[src/rtl/cpu_pkg.sv]
// Shared opcode, field-position and state-encoding constants for the control sequencer.
package cpu_pkg;

  localparam int NREG = 16;
  localparam int OPW  = 5;

  localparam int OP_HI = 31;
  localparam int OP_LO = 27;
  localparam int RA_HI = 26;
  localparam int RA_LO = 23;
  localparam int RB_HI = 22;
  localparam int RB_LO = 19;
  localparam int RC_HI = 18;
  localparam int RC_LO = 15;

  localparam logic [OPW-1:0] OP_ADD  = 5'b00011;
  localparam logic [OPW-1:0] OP_SUB  = 5'b00100;
  localparam logic [OPW-1:0] OP_AND  = 5'b00101;
  localparam logic [OPW-1:0] OP_OR   = 5'b00110;
  localparam logic [OPW-1:0] OP_SHR  = 5'b00111;
  localparam logic [OPW-1:0] OP_SHL  = 5'b01000;
  localparam logic [OPW-1:0] OP_ROR  = 5'b01001;
  localparam logic [OPW-1:0] OP_ROL  = 5'b01010;
  localparam logic [OPW-1:0] OP_MUL  = 5'b01110;
  localparam logic [OPW-1:0] OP_DIV  = 5'b01111;
  localparam logic [OPW-1:0] OP_NEG  = 5'b10000;
  localparam logic [OPW-1:0] OP_NOT  = 5'b10010;
  localparam logic [OPW-1:0] OP_NOP  = 5'b11010;
  localparam logic [OPW-1:0] OP_HALT = 5'b11011;

  localparam logic [3:0] S_IDLE   = 4'd0;
  localparam logic [3:0] S_T0     = 4'd1;
  localparam logic [3:0] S_T1     = 4'd2;
  localparam logic [3:0] S_T2     = 4'd3;
  localparam logic [3:0] S_T3     = 4'd4;
  localparam logic [3:0] S_T4     = 4'd5;
  localparam logic [3:0] S_T5     = 4'd6;
  localparam logic [3:0] S_T6     = 4'd7;
  localparam logic [3:0] S_T7     = 4'd8;
  localparam logic [3:0] S_HALTED = 4'd9;

  typedef enum logic [2:0] {
    CLS_ALU, CLS_UNARY, CLS_MULDIV, CLS_NOP, CLS_HALT, CLS_ILLEGAL
  } op_class_t;

  function automatic op_class_t classify(input logic [OPW-1:0] op);
    case (op)
      OP_ADD, OP_SUB, OP_AND, OP_OR,
      OP_SHR, OP_SHL, OP_ROR, OP_ROL: return CLS_ALU;
      OP_NEG, OP_NOT:                 return CLS_UNARY;
      OP_MUL, OP_DIV:                 return CLS_MULDIV;
      OP_NOP:                         return CLS_NOP;
      OP_HALT:                        return CLS_HALT;
      default:                        return CLS_ILLEGAL;
    endcase
  endfunction

endpackage

[src/rtl/control_sequencer_reg_select.sv]
// Decodes a 4-bit register field into a one-hot register strobe, gated by enable.
module reg_select
  import cpu_pkg::*;
(
  input  logic [3:0]      field,
  input  logic            en,
  output logic [NREG-1:0] onehot
);

  always_comb begin
    onehot = '0;
    if (en) onehot[field] = 1'b1;
  end

endmodule

[src/rtl/control_sequencer.sv]
// Moore control unit: sequences fetch (T0-T3) and execute (T4-T7) for the single-bus datapath.
module control_sequencer
  import cpu_pkg::*;
(
  input  logic            clock,
  input  logic            clear,
  input  logic            start,
  input  logic [31:0]     ir,
  input  logic            mem_ready,
  output logic [NREG-1:0] rin,
  output logic [NREG-1:0] rout,
  output logic            pc_out,
  output logic            pc_in,
  output logic            inc_pc,
  output logic            mar_in,
  output logic            mdr_in,
  output logic            mdr_out,
  output logic            read,
  output logic            ir_in,
  output logic            y_in,
  output logic            z_in,
  output logic            zlow_out,
  output logic            zhigh_out,
  output logic            hi_in,
  output logic            lo_in,
  output logic [OPW-1:0]  alu_op,
  output logic            halted,
  output logic            illegal_op
);

  logic [3:0]      state, next_state;
  logic [OPW-1:0]  op;
  op_class_t       cls;
  logic            ra_in, ra_out, rb_out, rc_out;
  logic [NREG-1:0] oh_a, oh_b, oh_c;
  logic            ir_unused;

  assign op        = ir[OP_HI:OP_LO];
  assign cls       = classify(op);
  assign ir_unused = ^ir[RC_LO-1:0];

  reg_select u_sel_a (.field(ir[RA_HI:RA_LO]), .en(ra_in | ra_out), .onehot(oh_a));
  reg_select u_sel_b (.field(ir[RB_HI:RB_LO]), .en(rb_out),         .onehot(oh_b));
  reg_select u_sel_c (.field(ir[RC_HI:RC_LO]), .en(rc_out),         .onehot(oh_c));

  // Ra is the only write destination; any of the three fields may drive the bus.
  assign rin  = ra_in ? oh_a : '0;
  assign rout = (ra_out ? oh_a : '0) | oh_b | oh_c;

  always_ff @(posedge clock or negedge clear) begin
    if (!clear) state <= S_IDLE;
    else        state <= next_state;
  end

  always_comb begin
    next_state = state;
    case (state)
      S_IDLE:   if (start) next_state = S_T0;
      S_T0:     next_state = S_T1;
      S_T1:     next_state = S_T2;
      S_T2:     if (mem_ready) next_state = S_T3;
      S_T3:     next_state = S_T4;
      S_T4: begin
        case (cls)
          CLS_HALT:                       next_state = S_HALTED;
          CLS_ALU, CLS_UNARY, CLS_MULDIV: next_state = S_T5;
          default:                        next_state = S_T0;
        endcase
      end
      S_T5:     next_state = (cls == CLS_UNARY) ? S_T0 : S_T6;
      S_T6:     next_state = (cls == CLS_MULDIV) ? S_T7 : S_T0;
      S_T7:     next_state = S_T0;
      S_HALTED: next_state = S_HALTED;
      default:  next_state = S_IDLE;
    endcase
  end

  always_comb begin
    pc_out = 1'b0; pc_in = 1'b0; inc_pc = 1'b0; mar_in = 1'b0;
    mdr_in = 1'b0; mdr_out = 1'b0; read = 1'b0; ir_in = 1'b0;
    y_in = 1'b0; z_in = 1'b0; zlow_out = 1'b0; zhigh_out = 1'b0;
    hi_in = 1'b0; lo_in = 1'b0; alu_op = '0; halted = 1'b0; illegal_op = 1'b0;
    ra_in = 1'b0; ra_out = 1'b0; rb_out = 1'b0; rc_out = 1'b0;
    case (state)
      S_T0: begin pc_out = 1'b1; mar_in = 1'b1; inc_pc = 1'b1; z_in = 1'b1; end
      S_T1: begin zlow_out = 1'b1; pc_in = 1'b1; end
      S_T2: begin read = 1'b1; mdr_in = 1'b1; end
      S_T3: begin mdr_out = 1'b1; ir_in = 1'b1; end
      S_T4: begin
        case (cls)
          CLS_ALU:     begin rb_out = 1'b1; y_in = 1'b1; end
          CLS_UNARY:   begin rb_out = 1'b1; z_in = 1'b1; alu_op = op; end
          CLS_MULDIV:  begin ra_out = 1'b1; y_in = 1'b1; end
          CLS_ILLEGAL: illegal_op = 1'b1;
          default: ;
        endcase
      end
      S_T5: begin
        case (cls)
          CLS_ALU:    begin rc_out = 1'b1; z_in = 1'b1; alu_op = op; end
          CLS_UNARY:  begin zlow_out = 1'b1; ra_in = 1'b1; end
          CLS_MULDIV: begin rb_out = 1'b1; z_in = 1'b1; alu_op = op; end
          default: ;
        endcase
      end
      S_T6: begin
        case (cls)
          CLS_ALU:    begin zlow_out = 1'b1; ra_in = 1'b1; end
          CLS_MULDIV: begin zlow_out = 1'b1; lo_in = 1'b1; end
          default: ;
        endcase
      end
      S_T7:     begin zhigh_out = 1'b1; hi_in = 1'b1; end
      S_HALTED: halted = 1'b1;
      default: ;
    endcase
  end

endmodule

[config.mk]
export PLATFORM = sky130hd
export DESIGN_NAME = control_sequencer
export DESIGN_NICKNAME = d
export VERILOG_FILES = /design/src/rtl/cpu_pkg.sv /design/src/rtl/control_sequencer_reg_select.sv /design/src/rtl/control_sequencer.sv
export SDC_FILE = /design/constraint.sdc
export NUM_CORES = 1
export LEC_CHECK = 0
export BUFFER_PORTS_ARGS = -buffer_cell sky130_fd_sc_hd__clkbuf_2
export CELL_PAD_IN_SITES_DETAIL_PLACEMENT = 0
export CELL_PAD_IN_SITES_GLOBAL_PLACEMENT = 2
export CORE_MARGIN = 1.5
export CORE_UTILIZATION = 22
export DETAILED_ROUTE_END_ITERATION = 10
export PLACE_DENSITY_LB_ADDON = 0.1
export SLEW_MARGIN = 20
export SYNTH_ARGS = -nofsm -noshare
export SYNTH_HDL_FRONTEND = slang
export SYNTH_HIERARCHICAL = 1
export SYNTH_SLANG_ARGS = --single-unit
[constraint.sdc]
create_clock -name clock -period 5.75 [get_ports clock]
set_input_delay 1.15 -clock clock [delete_from_list [all_inputs] [get_ports clock]]
set_output_delay 1.15 -clock clock [all_outputs]
set_load 0.02 [all_outputs]
# Yosys cells after proc, flatten, opt, wreduce, memory -nomap -nowiden
# Memories as Yosys holds them, arrays and structs flattened.
# Cells that the tools add are included.
# classes
n_div	0
n_addsub	0
muxes	41
n_shift	0
n_mul	0
magnitude_cmp	6
bitwise_logic	3
n_reduce_logical	9
n_eq_ne	15
# op_table
op	n
2-to-1 mux 16 bit	5
case mux 4 bit (10 select lines)	1
OR 16 bit	2
2-to-1 mux 1 bit	20
equality test 4 x 3 -> 1 bit (second input constant)	4
< comparator 4 x 5 -> 1 bit (second input constant)	3
demux 1 bit (select 4 bit)	3
>= comparator 4 x 1 -> 1 bit (second input constant)	3
2-to-1 mux 4 bit	3
2-to-1 mux 5 bit	2
case mux 5 bit (2 select lines)	1
equality test 4 x 2 -> 1 bit (second input constant)	2
equality test 4 bit (second input constant)	2
case mux 4 bit (2 select lines)	1
equality test 3 bit (second input constant)	2
case mux 1 bit (3 select lines)	2
equality test 4 x 1 -> 1 bit (second input constant)	1
zero test 4 bit	1
inequality test 2 bit (second input constant)	2
case mux 1 bit (2 select lines)	2
OR reduction 2 bit	2
equality test 3 x 1 -> 1 bit (second input constant)	1
equality test 3 x 2 -> 1 bit (second input constant)	1
logical AND 1 bit	3
5 further kinds	5
# totals
ramBits	0
in_bits	36
wordCells	76
ff_bits	4
latch_bits	0
out_inout_bits	53
rom_bits	96
n_memories	1
# mem_list
memory	words	word_bits	rd	rd_ports_with_merged_regs	wr	line_no	source
(name not given)	32	3	1	0	0	cpu_pkg.sv:47	case (op)

# Depth between registers and ports, before layout
# An unclocked memory read counts as a cell.
# logic_depth
ltp_word	9
mapped_depth	9

# Hierarchy
# Netlist, hierarchy kept.
# modules_own_cells
module	seq_area_each_um2	area_each_um2	n_inst	cells_each
control_sequencer	100.1	1056.0	1	149
reg_select (u_sel_a ...)	0.0	120.1	2	23
reg_select (u_sel_c)	0.0	117.6	1	23

# Least setup slack after synthesis
# Ideal clock, no wire load.
# synth_path
path_type	input port to output port
from	in ir[27]
to	out rout[0]
cell_stages	9
slack_ns	1.572
path_buffers	2
arrival_ns	3.028
required_time_ns	4.600
cell_sequence	buf_2 -> or4b_4 -> buf_6 -> nor2_2 -> a21oi_1 -> a21oi_1 -> or3b_4 -> nor3_2 -> a211o_1
# synth_between
elab_cells_between_ends	20
cone_classes	2 x eq/ne; 12 x mux; 3 x bitwise; 2 x reduce/logical; 1 x memory
# synth_rtl
item	line_no	source
from (decl)	control_sequencer.sv:8	input logic [31:0] ir,
memory read (32 x 3 bit) (*)	--	
equality test 3 x 1 -> 1 bit or zero test 3 bit (tied branches)	control_sequencer.sv:90	case (cls)
OR reduction 2 bit (no source line)	--	
2-to-1 mux 1 bit	control_sequencer.sv:90	
case mux 1 bit (2 select lines) (*)	control_sequencer.sv:84	case (state)
net rb_out	control_sequencer.sv:34	logic ra_in, ra_out, rb_out, rc_out;
2-to-1 mux 16 bit (*)	control_sequencer_reg_select.sv:12	if (en) onehot[field] = 1'b1;
net oh_b[0]	control_sequencer.sv:35	logic [NREG-1:0] oh_a, oh_b, oh_c;
OR 16 bit (*) (2 in a row)	control_sequencer.sv:48	assign rout = (ra_out ? oh_a : '0) | oh_b | oh_c;
to (decl)	control_sequencer.sv:11	output logic [NREG-1:0] rout,
# The timed path passes the listed nets; every way through them passes the cells marked *.

# Final worst setup path
# layout_path
from	in ir[31]
to	out rout[0]
# layout_between
elab_chain_len	9
elab_cells_between_ends	20
cone_classes	2 x eq/ne; 12 x mux; 3 x bitwise; 2 x reduce/logical; 1 x memory
# layout_rtl
item	line_no	source
memory read (32 x 3 bit) (*)	--	
equality test 3 x 1 -> 1 bit, or another cell as far along	control_sequencer.sv:99	case (cls)
2-to-1 mux 1 bit (on tied branches)	control_sequencer.sv:99, control_sequencer.sv:90, control_sequencer.sv:107	
case mux 1 bit (2 select lines) or 2-to-1 mux 1 bit (tied branches)	control_sequencer.sv:84	
OR 1 bit (*)	control_sequencer.sv:42	reg_select u_sel_a (.field(ir[RA_HI:RA_LO]), .en(ra_in | ra_out), .onehot(oh_a));
2-to-1 mux 16 bit (*)	control_sequencer_reg_select.sv:12	
net oh_a[0]	control_sequencer.sv:35	
2-to-1 mux 16 bit (*)	control_sequencer.sv:48	
OR 16 bit (*) (2 in a row)	control_sequencer.sv:48	
# Marks and branches as above.

==> results.yml <==
routing:
  routed_wl_microns: 5240
  post-route-drc-count: 0
  first_pass_iters: 4
  viasPerCell: 5.10
  via_count: 1805
  wire_per_inst_microns: 14.8
  ant_nets: 0
  drt-initial-drc-count: 98
clocking:
  cts_setup_buffers: 0
  cts_hold_buffers: 0
  clkSlewWorstSetupHoldPaths_ns: 0.03
  htree_levels: 1
  tritoncts: "built"
  numCtsBuffers: 3
  root_buffer: "clkbuf_8"
  cts_sinks: 4
  cts_resized: 0
  clockBufferDepth: 2
  clock_latency_ns: 0.21
critical_path:
  worst-path-stages: 10
  crit_buf_inv: 3
  cp-end-kind: "primary output"
  critPathLaunchType: "input pin"
  worstPathMaxFanout: 17
  cp-endpoint: "rout[0]"
  critical_path_arrival_ns: 3.58
  cp_common_cell: "clkbuf_2"
  rr_worst_depth: 4
  critical_path_class: "input pin to primary output"
  r2r_end: "state[0]$_DFFE_PN0P_"
  startpoint: "ir[31]"
  cp_cell_sequence: "clkbuf_2, nor4b_2, o21ai_1, nor4_4, buf_4, or2_1, or3b_4, nor3_2, a211o_1, clkbuf_2"
  r2r_slack_ns: 3.93
  crit_family: "simple AND/OR/NAND/NOR gates"
  r2r-start: "state[0]$_DFFE_PN0P_"
  crit_required_ns: 4.60
  cp_slowest_stage_delay_ns: 0.48
  cp_slowest_cell: "nor4b_2"
layout:
  drive_gt1_share_pct: 34.3
  largest_register_ffs: 4
  fin_nets: 315
  antenna_cells: 0
  regMostFlops: "state"
  area_delta_synth_final_pct: 28.2
  post-route-util_pct: 28.9
  largestRegisters: "state (4)"
synth:
  yosysTopAreaCell: "nor2_1"
  synth-seq-cells: 4
  synth-xor-area-share_pct: 0
  yosys.area_share.simple_pct: 61.4
  seq_area_frac_synth_pct: 7.08
  synth-edff-count: 0
  synth_compound_area_share_pct: 22.8
  yosys_most_used_dff: "dfrtp_1"
  synthDominantCellAreaShare_pct: 11.9
  synth_top_family_by_area: "simple AND/OR/NAND/NOR gates"
  syn_area_sq_um: 1410
  netlist_top_cells_area: "nor2_1, a211o_1, and2_1"
  ys_async_sr_fraction_pct: 100
  muxShareOfSynthArea_pct: 0
  synthTopCellsByCount: "nor2_1, a211o_1, and2_1, nor3_1, nand2_1"
  synth_fa_ha_area_share_pct: 0
  ys_types: 47
  syn_inst: 218
  synth_nets: 254
  synth_most_common_cell: "nor2_1"
  ys_warn_count: 6
  avgSynthCellArea_sq_um: 6.49
sta:
  maxSlewHeadroom_pct: 58.8
  finalSetupTns_ns: 0
  fmax_mhz: 211
  rsz0062_at_grt: "false"
  setup_viol: 0
  final_max_slew_viol_count: 0
  layout_setup_ws_ns: 1.02
  post-route-period-util_pct: 82.3
  worst_slew_pin_slew_ns: 0.618
  fin_skew_ns: 0.00110
  finalCriticalPeriod_ns: 4.73
  final_hold_viol_count: 0
global_routing:
  grt_pass1_wl_microns: 8240
  grt.overflow.total: 0
  grt_usage_pct: 14.6
  grt_antenna_before_repair: 0
  grt_pass1_vias: 1544
  grt_max_degree: 20
power_and_ir_drop:
  p_int_uw: 192
  p_sw_share_pct: 56.2
  p_leak_uw: 0.000908
  switchingPower_uw: 246
  vdd_ir_drop_max_uv: 169
  pwr-share-seq_pct: 20.8
  power_density_nw_per_um2: 241
  combinationalPowerShare_pct: 65.9
  clkPwrFrac_pct: 13.2
placement:
  hpwl_microns: 4170
  gp_congestion: 0.821
  place_ws_ns: 1.02
  io_buffers: 73
floorplanning:
  die_h_microns: 83.2
  dieArea_sq_um: 6920
  fp.dieW_microns: 83.2
  start_util_pct: 22.5
  ios: 89
  fp-row-count: 29
  core_area_sq_um: 6280
worst_hold_path:
  min_path_type: "input pin to asynchronous set/reset pin"
run:
  drv_cap: 0
run_status:
  status: "complete, no violations"
-- kinds of logic (layout without fill, tap and decap cells) --
logic type / count (synthesis) / in the layout
AND/OR/NAND/NOR: 149 / 149
AO/OA/AOI/OAI: 45 / 45
buffers and inverters: 20 / 79
flip-flops: 4 / 4
-- worst min path at each step --
| stage | start | end | slack [ns] | cells past startpoint |
|---|---|---|---|---|
| 2_1_floorplan | state[1]$_DFFE_PN0P_ | state[0]$_DFFE_PN0P_ | 0.69 | 3 |
| 3_5_place_dp | state[3]$_DFFE_PN0P_ | state[0]$_DFFE_PN0P_ | 0.86 | 2 |
| 3_3_place_gp | state[1]$_DFFE_PN0P_ | state[0]$_DFFE_PN0P_ | 0.89 | 2 |
| 5_1_grt | clear | state[3]$_DFFE_PN0P_ | 0.73 | 1 |
| 6_report | clear | state[0]$_DFFE_PN0P_ | 0.73 | 1 |
| 4_1_cts | clear | state[3]$_DFFE_PN0P_ | 0.73 | 1 |
-- metal layers --
layer	wire, microns	track usage, %
met1	2700	23.7
met2	2210	20.3
met3	309	2.29
met4	23	1.52
met5	0	0
-- worst reg2reg max path, stage by stage, from the launching register on --
cell and delay [ns]:
dfrtp_1 0.72, nand2b_1 0.32, nand2b_1 0.34, nor3_1 0.20, o31a_1 0.16
-- power groups by stage --
stage / logic [uW] / registers [uW] / clock network (uW)
floorplan: 272 / 45.1 / 0
global placement: 294 / 93.6 / 0
detailed placement: 290 / 91.3 / 0
CTS: 291 / 91.1 / 59.9
global route: 317 / 97.5 / 64.3
finish: 288 / 91.1 / 57.9
-- placed cells by master, fill, tap and decap left out, drive strengths merged, types with 2 or more instances in the layout --
cell type,synthesis,routed
dfrtp,4,4
a211oi,2,2
nand4b,3,3
a31oi,5,5
o21ai,4,4
and2,17,17
buf,15,2
or3b,4,4
nor2b,2,2
nand2b,12,12
a211o,17,17
nor4b,3,3
nor4,3,3
or2,2,2
nor3b,3,3
and3,2,2
nor2,49,49
nor3,20,20
nand2,14,14
clkbuf,4,76
a21oi,11,11
nand3,4,4
nand3b,7,7
-- layout make-up --
class / instances / area (sq um)
Inverter: 1 / 3.75
Fill cell: 735 / 4460
Clock buffer: 3 / 41.3
Tap cell: 77 / 96.3
Timing Repair Buffer: 75 / 380
Sequential cell: 4 / 100
Multi-Input combinational cell: 194 / 1190
-- through the flow --
step	cell area, sq um	total power (uW)	hold slack [ns]	instances
after detailed placement	1770	382	0.861	351
final	1810	437	0.735	354
after CTS	1810	442	0.732	354
after floorplan	1410	317	0.687	218
after global placement	1770	387	0.891	351
after global routing	1810	479	0.730	354
No activity file was read; power rests on OpenSTA's default activity.
